--- src/rtl/fir_pkg.sv ---
// Shared widths, types and the output saturation helper for the FIR datapath.
// The module parameters default to these values. sat_out clamps a wide signed
// value into a w-bit signed range.
package fir_pkg;

  localparam int unsigned DATA_W    = 16;
  localparam int unsigned COEF_W    = 16;
  localparam int unsigned TAPS      = 16;
  localparam int unsigned ADDR_W    = 10;
  localparam int unsigned OUT_SHIFT = 15;

  localparam int unsigned TAP_W = $clog2(TAPS);
  localparam int unsigned ACC_W = DATA_W + COEF_W + TAP_W;

  // Working width for saturation; must cover any ACC_W in use.
  localparam int unsigned SAT_W = 64;

  typedef logic signed [DATA_W-1:0] sample_t;
  typedef logic signed [COEF_W-1:0] coef_t;
  typedef logic signed [ACC_W-1:0]  acc_t;

  function automatic logic signed [SAT_W-1:0] sat_out(input logic signed [SAT_W-1:0] v,
                                                      input int unsigned w);
    logic signed [SAT_W-1:0] hi;
    logic signed [SAT_W-1:0] lo;
    hi = (64'sd1 <<< (w - 1)) - 64'sd1;
    lo = -(64'sd1 <<< (w - 1));
    if (v > hi) begin
      return hi;
    end else if (v < lo) begin
      return lo;
    end
    return v;
  endfunction

endpackage

--- src/rtl/fir_mac.sv ---
// Multiply-accumulate core of the FIR datapath.
// - clk_i/rst_ni : clock, async active-low reset
// - acc_clr_i    : clear accumulator (wins over acc_en_i)
// - acc_en_i     : acc += sample_i * coef_i (full-precision signed product)
// - store_i      : result_o <= sat(acc >>> OUT_SHIFT), truncating shift
// - result_o     : registered, saturated result
module fir_mac #(
  parameter int unsigned DATA_W    = fir_pkg::DATA_W,
  parameter int unsigned COEF_W    = fir_pkg::COEF_W,
  parameter int unsigned ACC_W     = fir_pkg::ACC_W,
  parameter int unsigned OUT_SHIFT = fir_pkg::OUT_SHIFT
) (
  input  logic                     clk_i,
  input  logic                     rst_ni,
  input  logic                     acc_clr_i,
  input  logic                     acc_en_i,
  input  logic                     store_i,
  input  logic signed [DATA_W-1:0] sample_i,
  input  logic signed [COEF_W-1:0] coef_i,
  output logic signed [DATA_W-1:0] result_o
);
  import fir_pkg::*;

  localparam int unsigned PROD_W = DATA_W + COEF_W;

  logic signed [PROD_W-1:0] prod;
  logic signed [ACC_W-1:0]  acc_d, acc_q, acc_scaled;
  logic signed [SAT_W-1:0]  sat_val;
  logic signed [DATA_W-1:0] result_d, result_q;

  // Size casts keep signedness, so both operands are sign-extended first.
  assign prod       = PROD_W'(sample_i) * PROD_W'(coef_i);
  assign acc_scaled = acc_q >>> OUT_SHIFT;
  assign sat_val    = sat_out(SAT_W'(acc_scaled), DATA_W);

  always_comb begin
    acc_d = acc_q;
    if (acc_clr_i) begin
      acc_d = '0;
    end else if (acc_en_i) begin
      acc_d = acc_q + ACC_W'(prod);
    end
  end

  always_comb begin
    result_d = result_q;
    if (store_i) begin
      result_d = sat_val[DATA_W-1:0];
    end
  end

  always_ff @(posedge clk_i or negedge rst_ni) begin
    if (!rst_ni) begin
      acc_q    <= '0;
      result_q <= '0;
    end else begin
      acc_q    <= acc_d;
      result_q <= result_d;
    end
  end

  assign result_o = result_q;

endmodule

--- src/rtl/fir_datapath.sv ---
// FIR filter datapath driven by the control FSM's strobes.
// - Config: liczba_wsp / liczba_probek latched (and clamped) on the zapisz strobes
// - Counters: tap counter (wsp_addr, Petla_full), sample counter (wej_addr, Licznik_full)
// - Delay line fed from wej_data (1-cycle sync RAM), MAC + saturation in fir_mac
// - Output: wyj_addr/wyj_data registered on FSM_Acc_zapisz, wyj_we = FSM_wyj_wr
module fir_datapath #(
  parameter int unsigned DATA_W    = fir_pkg::DATA_W,
  parameter int unsigned COEF_W    = fir_pkg::COEF_W,
  parameter int unsigned TAPS      = fir_pkg::TAPS,
  parameter int unsigned ADDR_W    = fir_pkg::ADDR_W,
  parameter int unsigned OUT_SHIFT = fir_pkg::OUT_SHIFT
) (
  input  logic                       clk,
  input  logic                       rst_n,
  input  logic [$clog2(TAPS):0]      liczba_wsp,
  input  logic [ADDR_W:0]            liczba_probek,
  input  logic                       FSM_zapisz_wsp,
  input  logic                       FSM_petla_en,
  input  logic                       FSM_reset_petla,
  input  logic                       FSM_zapisz_probki,
  input  logic                       FSM_reset_licznik,
  input  logic                       FSM_nowa_probka,
  input  logic                       FSM_nowa_shift,
  input  logic                       FSM_reset_shift,
  input  logic                       FSM_Acc_en,
  input  logic                       FSM_Acc_zapisz,
  input  logic                       FSM_reset_Acc,
  input  logic                       FSM_wyj_wr,
  output logic                       Petla_full,
  output logic                       Licznik_full,
  output logic [ADDR_W-1:0]          wej_addr,
  input  logic signed [DATA_W-1:0]   wej_data,
  output logic [$clog2(TAPS)-1:0]    wsp_addr,
  input  logic signed [COEF_W-1:0]   wsp_data,
  output logic [ADDR_W-1:0]          wyj_addr,
  output logic signed [DATA_W-1:0]   wyj_data,
  output logic                       wyj_we
);
  import fir_pkg::*;

  localparam int unsigned TAP_W = $clog2(TAPS);
  localparam int unsigned NT_W  = TAP_W + 1;
  localparam int unsigned ACC_W = DATA_W + COEF_W + TAP_W;

  logic [NT_W-1:0]          ntaps_d, ntaps_q;
  logic [ADDR_W:0]          nsamp_d, nsamp_q;
  logic [TAP_W-1:0]         tap_d, tap_q;
  logic [ADDR_W:0]          cnt_d, cnt_q;
  logic signed [DATA_W-1:0] dline_d [TAPS];
  logic signed [DATA_W-1:0] dline_q [TAPS];
  logic [ADDR_W-1:0]        wyj_addr_d, wyj_addr_q;

  // ntaps_q is never 0, so the subtraction cannot wrap.
  assign Petla_full   = (NT_W'(tap_q) == (ntaps_q - NT_W'(1)));
  assign Licznik_full = (cnt_q == nsamp_q);

  always_comb begin
    ntaps_d = ntaps_q;
    if (FSM_zapisz_wsp) begin
      if (liczba_wsp == '0) begin
        ntaps_d = NT_W'(1);
      end else if (liczba_wsp > NT_W'(TAPS)) begin
        ntaps_d = NT_W'(TAPS);
      end else begin
        ntaps_d = liczba_wsp;
      end
    end
  end

  always_comb begin
    nsamp_d = nsamp_q;
    if (FSM_zapisz_probki) begin
      nsamp_d = (liczba_probek == '0) ? (ADDR_W + 1)'(1) : liczba_probek;
    end
  end

  always_comb begin
    tap_d = tap_q;
    if (FSM_reset_petla) begin
      tap_d = '0;
    end else if (FSM_petla_en && !Petla_full) begin
      tap_d = tap_q + TAP_W'(1);
    end
  end

  always_comb begin
    cnt_d = cnt_q;
    if (FSM_reset_licznik) begin
      cnt_d = '0;
    end else if (FSM_nowa_probka) begin
      cnt_d = cnt_q + (ADDR_W + 1)'(1);
    end
  end

  always_comb begin
    for (int i = 0; i < TAPS; i++) begin
      dline_d[i] = dline_q[i];
    end
    if (FSM_reset_shift) begin
      for (int i = 0; i < TAPS; i++) begin
        dline_d[i] = '0;
      end
    end else if (FSM_nowa_shift) begin
      dline_d[0] = wej_data;
      for (int i = 1; i < TAPS; i++) begin
        dline_d[i] = dline_q[i-1];
      end
    end
  end

  // Captures the pre-increment counter when C also raises nowa_probka.
  always_comb begin
    wyj_addr_d = wyj_addr_q;
    if (FSM_Acc_zapisz) begin
      wyj_addr_d = cnt_q[ADDR_W-1:0];
    end
  end

  always_ff @(posedge clk or negedge rst_n) begin
    if (!rst_n) begin
      ntaps_q    <= NT_W'(1);
      nsamp_q    <= (ADDR_W + 1)'(1);
      tap_q      <= '0;
      cnt_q      <= '0;
      wyj_addr_q <= '0;
      for (int i = 0; i < TAPS; i++) begin
        dline_q[i] <= '0;
      end
    end else begin
      ntaps_q    <= ntaps_d;
      nsamp_q    <= nsamp_d;
      tap_q      <= tap_d;
      cnt_q      <= cnt_d;
      wyj_addr_q <= wyj_addr_d;
      for (int i = 0; i < TAPS; i++) begin
        dline_q[i] <= dline_d[i];
      end
    end
  end

  fir_mac #(
    .DATA_W    (DATA_W),
    .COEF_W    (COEF_W),
    .ACC_W     (ACC_W),
    .OUT_SHIFT (OUT_SHIFT)
  ) u_mac (
    .clk_i     (clk),
    .rst_ni    (rst_n),
    .acc_clr_i (FSM_reset_Acc),
    .acc_en_i  (FSM_Acc_en),
    .store_i   (FSM_Acc_zapisz),
    .sample_i  (dline_q[tap_q]),
    .coef_i    (wsp_data),
    .result_o  (wyj_data)
  );

  assign wej_addr = cnt_q[ADDR_W-1:0];
  assign wsp_addr = tap_q;
  assign wyj_addr = wyj_addr_q;
  assign wyj_we   = FSM_wyj_wr;

endmodule

--- config.mk ---
export PLATFORM = sky130hd
export DESIGN_NAME = fir_datapath
export DESIGN_NICKNAME = d
export VERILOG_FILES = /design/src/rtl/fir_pkg.sv /design/src/rtl/fir_mac.sv /design/src/rtl/fir_datapath.sv
export SDC_FILE = /design/constraint.sdc
export NUM_CORES = 1
export LEC_CHECK = 0
export ABC_AREA = 0
export CELL_PAD_IN_SITES_DETAIL_PLACEMENT = 1
export CELL_PAD_IN_SITES_GLOBAL_PLACEMENT = 2
export CORE_AREA = 2 2 250 252
export DETAILED_ROUTE_END_ITERATION = 12
export DIE_AREA = 0 0 252 254
export HOLD_SLACK_MARGIN = 0.08
export PLACE_DENSITY_LB_ADDON = 0.1
export SKIP_CTS_REPAIR_TIMING = 1
export SLEW_MARGIN = 5
export SYNTH_ARGS = -nofsm -noshare
export SYNTH_HDL_FRONTEND = slang
export SYNTH_SLANG_ARGS = --single-unit
--- constraint.sdc ---
create_clock -name clk -period 15.9 [get_ports clk]
set_input_delay 3.975 -clock clk [delete_from_list [all_inputs] [get_ports clk]]
set_output_delay 3.975 -clock clk [all_outputs]
set_load 0.05 [all_outputs]
==> metrics <==
Clock Skew 0.0434 ns; CTS Buffer Depth 3; CTS tree done; Final setup viols 0; RSZ-0062 raised after global routing no; post-synth top area cell dfrtp_1; Final Util 50.6%; ys async rst share 100%; Die Width 252 um; Worst R2R Path Depth 23; H-tree levels 2; Least-Margin Pin Slew 1.23 ns; number of remaining DRC errors 0; Yosys reg bits 349; Inserted Clock Buffers 42; largest net degree at the start of global routing 140; GR Overflow Total 0; row count 91; initial antenna violation count 0; CP endpoint kind flop; Pleak 15.5 nW; worst-path cell chain clkdlybuf4s50_1, nand2_1, fa_1, fa_1, fa_1, inv_1, fa_1, fa_1, inv_1, fa_1, inv_1, ha_1, nand3_1, nor3_1, a211oi_1, o21ai_0, a2111oi_1, nor3_1, or4_1, o211ai_1; first-pass detailed-route iteration total 4; setup TNS 0 ns; post-synthesis simple-gate area fraction 11.1%; status finished clean; FF-to-FF End u_mac.acc_q[34]$_DFFE_PN0P_; Setup CP Type input pin to flop; Synth Area per Inst 10.8 sq um; I/O pin count 105; ys flop type dfrtp_1; Slew HR 17.9%; Synth Warn # 0; filler cell count 6,563; Final Hold Viols 0; main combinational cell family by area after synthesis adder cells; full die area 0.0640 sq mm; register area 0.00874 sq mm; Met1 Wirelength 30,300 um; Via-to-Cell Ratio 5.31; DR top layer met4; HP Start wyj_addr[1]$_DFFE_PN0P_; Total Wirelength 67,700 um; Critical Path Slowest Stage Cell clkdlybuf4s50_1; Synth top area share 31.1%; Syn Nets 3,073; Tightest Hold Check Type flop to flop; vias in the first global route 20,800; MaxCap Viol Count 0; metal2 WL 34,200 um; Unique masters post-synth 61; Synth Area in Adders 27.5%; Data required, critical path 16.40 ns; Layout area overhead 11.3%; WP data arrival 11.51 ns; sequential share of the synthesized area 31.3%; Pins Over Slew Limit 0; nature of the critical path startpoint input pin; Final Cycle Share 69.3%; Max IR drop VDD 0.141 mV; drt wl/cell 19.7 um; core area 0.0613 sq mm; Fmax 0.0908 GHz; Reg clk slew, reported paths 0.06 ns; Die Y 254 um; max incr delay on CP 0.98 ns; Root Buffer clkbuf_16; CTS sink cnt 349; largest cells by area after synthesis dfrtp_1 31%, fa_1 23%, mux2i_1 10%; pwr dens 164 mW/mm^2; RR Startpoint wsp_addr[0]$_DFFE_PN0P_; Crit path buffers/inverters 4; post-route minimum period 11.01 ns; hold path endpoint wyj_addr[1]$_DFFE_PN0P_; Post-Syn Instances 2,587; WL met3 1770 um; FF-to-FF setup slack 6.33 ns; Iteration-0 DRC Markers 738; share of post-route cells with drive strength above 1 7.85%; Global Route Usage Sum 22.4%; EDFF count, synth 0; post-route ant nets 0; synthesized-area fraction occupied by xor and xnor cells 1.76%; Detailed Place HPWL 48,200 um; Skew-Pair Late Insertion Delay 0.59 ns; Largest delay share family, worst path adder cells; Final #Nets 3,091; Synth Area in Compound Gates 3.44%; area of the multi-input gates 0.0171 sq mm; IO buf count 102; CP dominant cell by count fa_1; first-pass GRT wire length 114,000 um; mux cell area share after synthesis 17.5%; most frequent cells in the layout 392 x inv_1, 345 x dfrtp_1, 344 x nor2_1; worst-path maximum fanout 16; Initial Util 45.5%; Via Count 18,200; Cells on Worst Hold Path 1; GP Congestion 0.807; most common cell after layout, fill and taps aside inv_1; Cell Area, Synth 0.0279 sq mm
[layout make-up]
type	count	area share, %
clock inverter	16	1.09
antenna	3	0.0242
tap	790	3.19
multi-input combinational	1702	55.0
timing repair buffer	118	3.69
inverter	392	4.74
clock buffer	60	4.06
sequential	349	28.2
[layer usage]
layer  GRT usage, %  vias to the layer above
met1           29.9                     9657
met5              0                        -
met2           39.1                      198
li1               -                     8301
met4           5.07                        0
met3           2.69                       72
[cells in the mapped netlist (3+ instances only)]
cell	count
inv_1	392
dfrtp_1	347
nor2_1	344
fa_1	314
mux2i_1	281
nand2_1	141
and2_1	121
ha_1	110
clkbuf_1	93
mux4_2	80
a21oi_1	59
xnor2_1	35
buf_1	31
o21ai_0	25
mux2_2	23
xor2_1	21
a21o_1	19
nor3_1	13
buf_4	11
nand2b_1	10
nand3_1	8
nand3b_1	8
nand4_1	8
buf_2	7
or3_1	6
nor2b_1	5
o21bai_1	5
a211oi_1	4
and3_1	4
nor3b_1	4
o211ai_1	4
o22ai_1	4
o31ai_1	4
a21boi_0	3
a31oi_1	3
nor4_1	3
o21a_1	3
o311ai_0	3
or4_1	3
[report_power, final]
group | internal [mW] | switching (mW) | total (mW)
Clock | 0.671 | 0.418 | 1.09
Sequential | 0.954 | 0.0587 | 1.01
Combinational | 1.22 | 1.77 | 2.99
Total | 2.85 | 2.25 | 5.09
[stage by stage]
step / instance area (sq um) / std cells / hold WS (ns) / power, mW / setup WS (ns)
after floorplan: 27900 / 2587 / 0.481 / 3.26 / 5.95
after global placement: 29400 / 3351 / 0.491 / 3.97 / 4.44
after detailed placement: 29400 / 3351 / 0.499 / 4.03 / 4.30
after CTS: 31000 / 3427 / 0.513 / 5.17 / 4.92
after global routing: 31000 / 3427 / 0.537 / 5.60 / 4.47
final: 31000 / 3430 / 0.506 / 5.09 / 4.89
[flip-flops by register name (all words and copies together), names as in the netlist]
| name | cells |
|---|---|
| cnt_q | 11 |
| wsp_addr | 4 |
| wyj_addr | 10 |
| dline_q | 256 |
| u_mac.result_o | 16 |
| nsamp_q | 11 |
| ntaps_q | 5 |
| u_mac.acc_q | 36 |
[cells by family after synthesis]
kind of cell	Yosys count
xor gates and xnor gates	56
adders and majority gates	424
buffers and inverters	536
and+or+nand+nor	685
DFF	349
AOI/OAI and AO/OA	153
muxes	384
[how the worst max path moves through the flow]
stage / from / cells past startpoint / slack [ns] / end
floorplan: wsp_data[1] / 22 / 5.95 / u_mac.acc_q[35]$_DFFE_PN0P_
global placement: wsp_data[1] / 22 / 4.44 / u_mac.acc_q[32]$_DFFE_PN0P_
detailed placement: wsp_data[1] / 20 / 4.30 / u_mac.acc_q[32]$_DFFE_PN0P_
CTS: wsp_data[1] / 20 / 4.92 / u_mac.acc_q[32]$_DFFE_PN0P_
global route: wsp_data[1] / 20 / 4.47 / u_mac.acc_q[32]$_DFFE_PN0P_
finish: wsp_data[1] / 20 / 4.89 / u_mac.acc_q[32]$_DFFE_PN0P_
(Power assumes the default switching activity.)
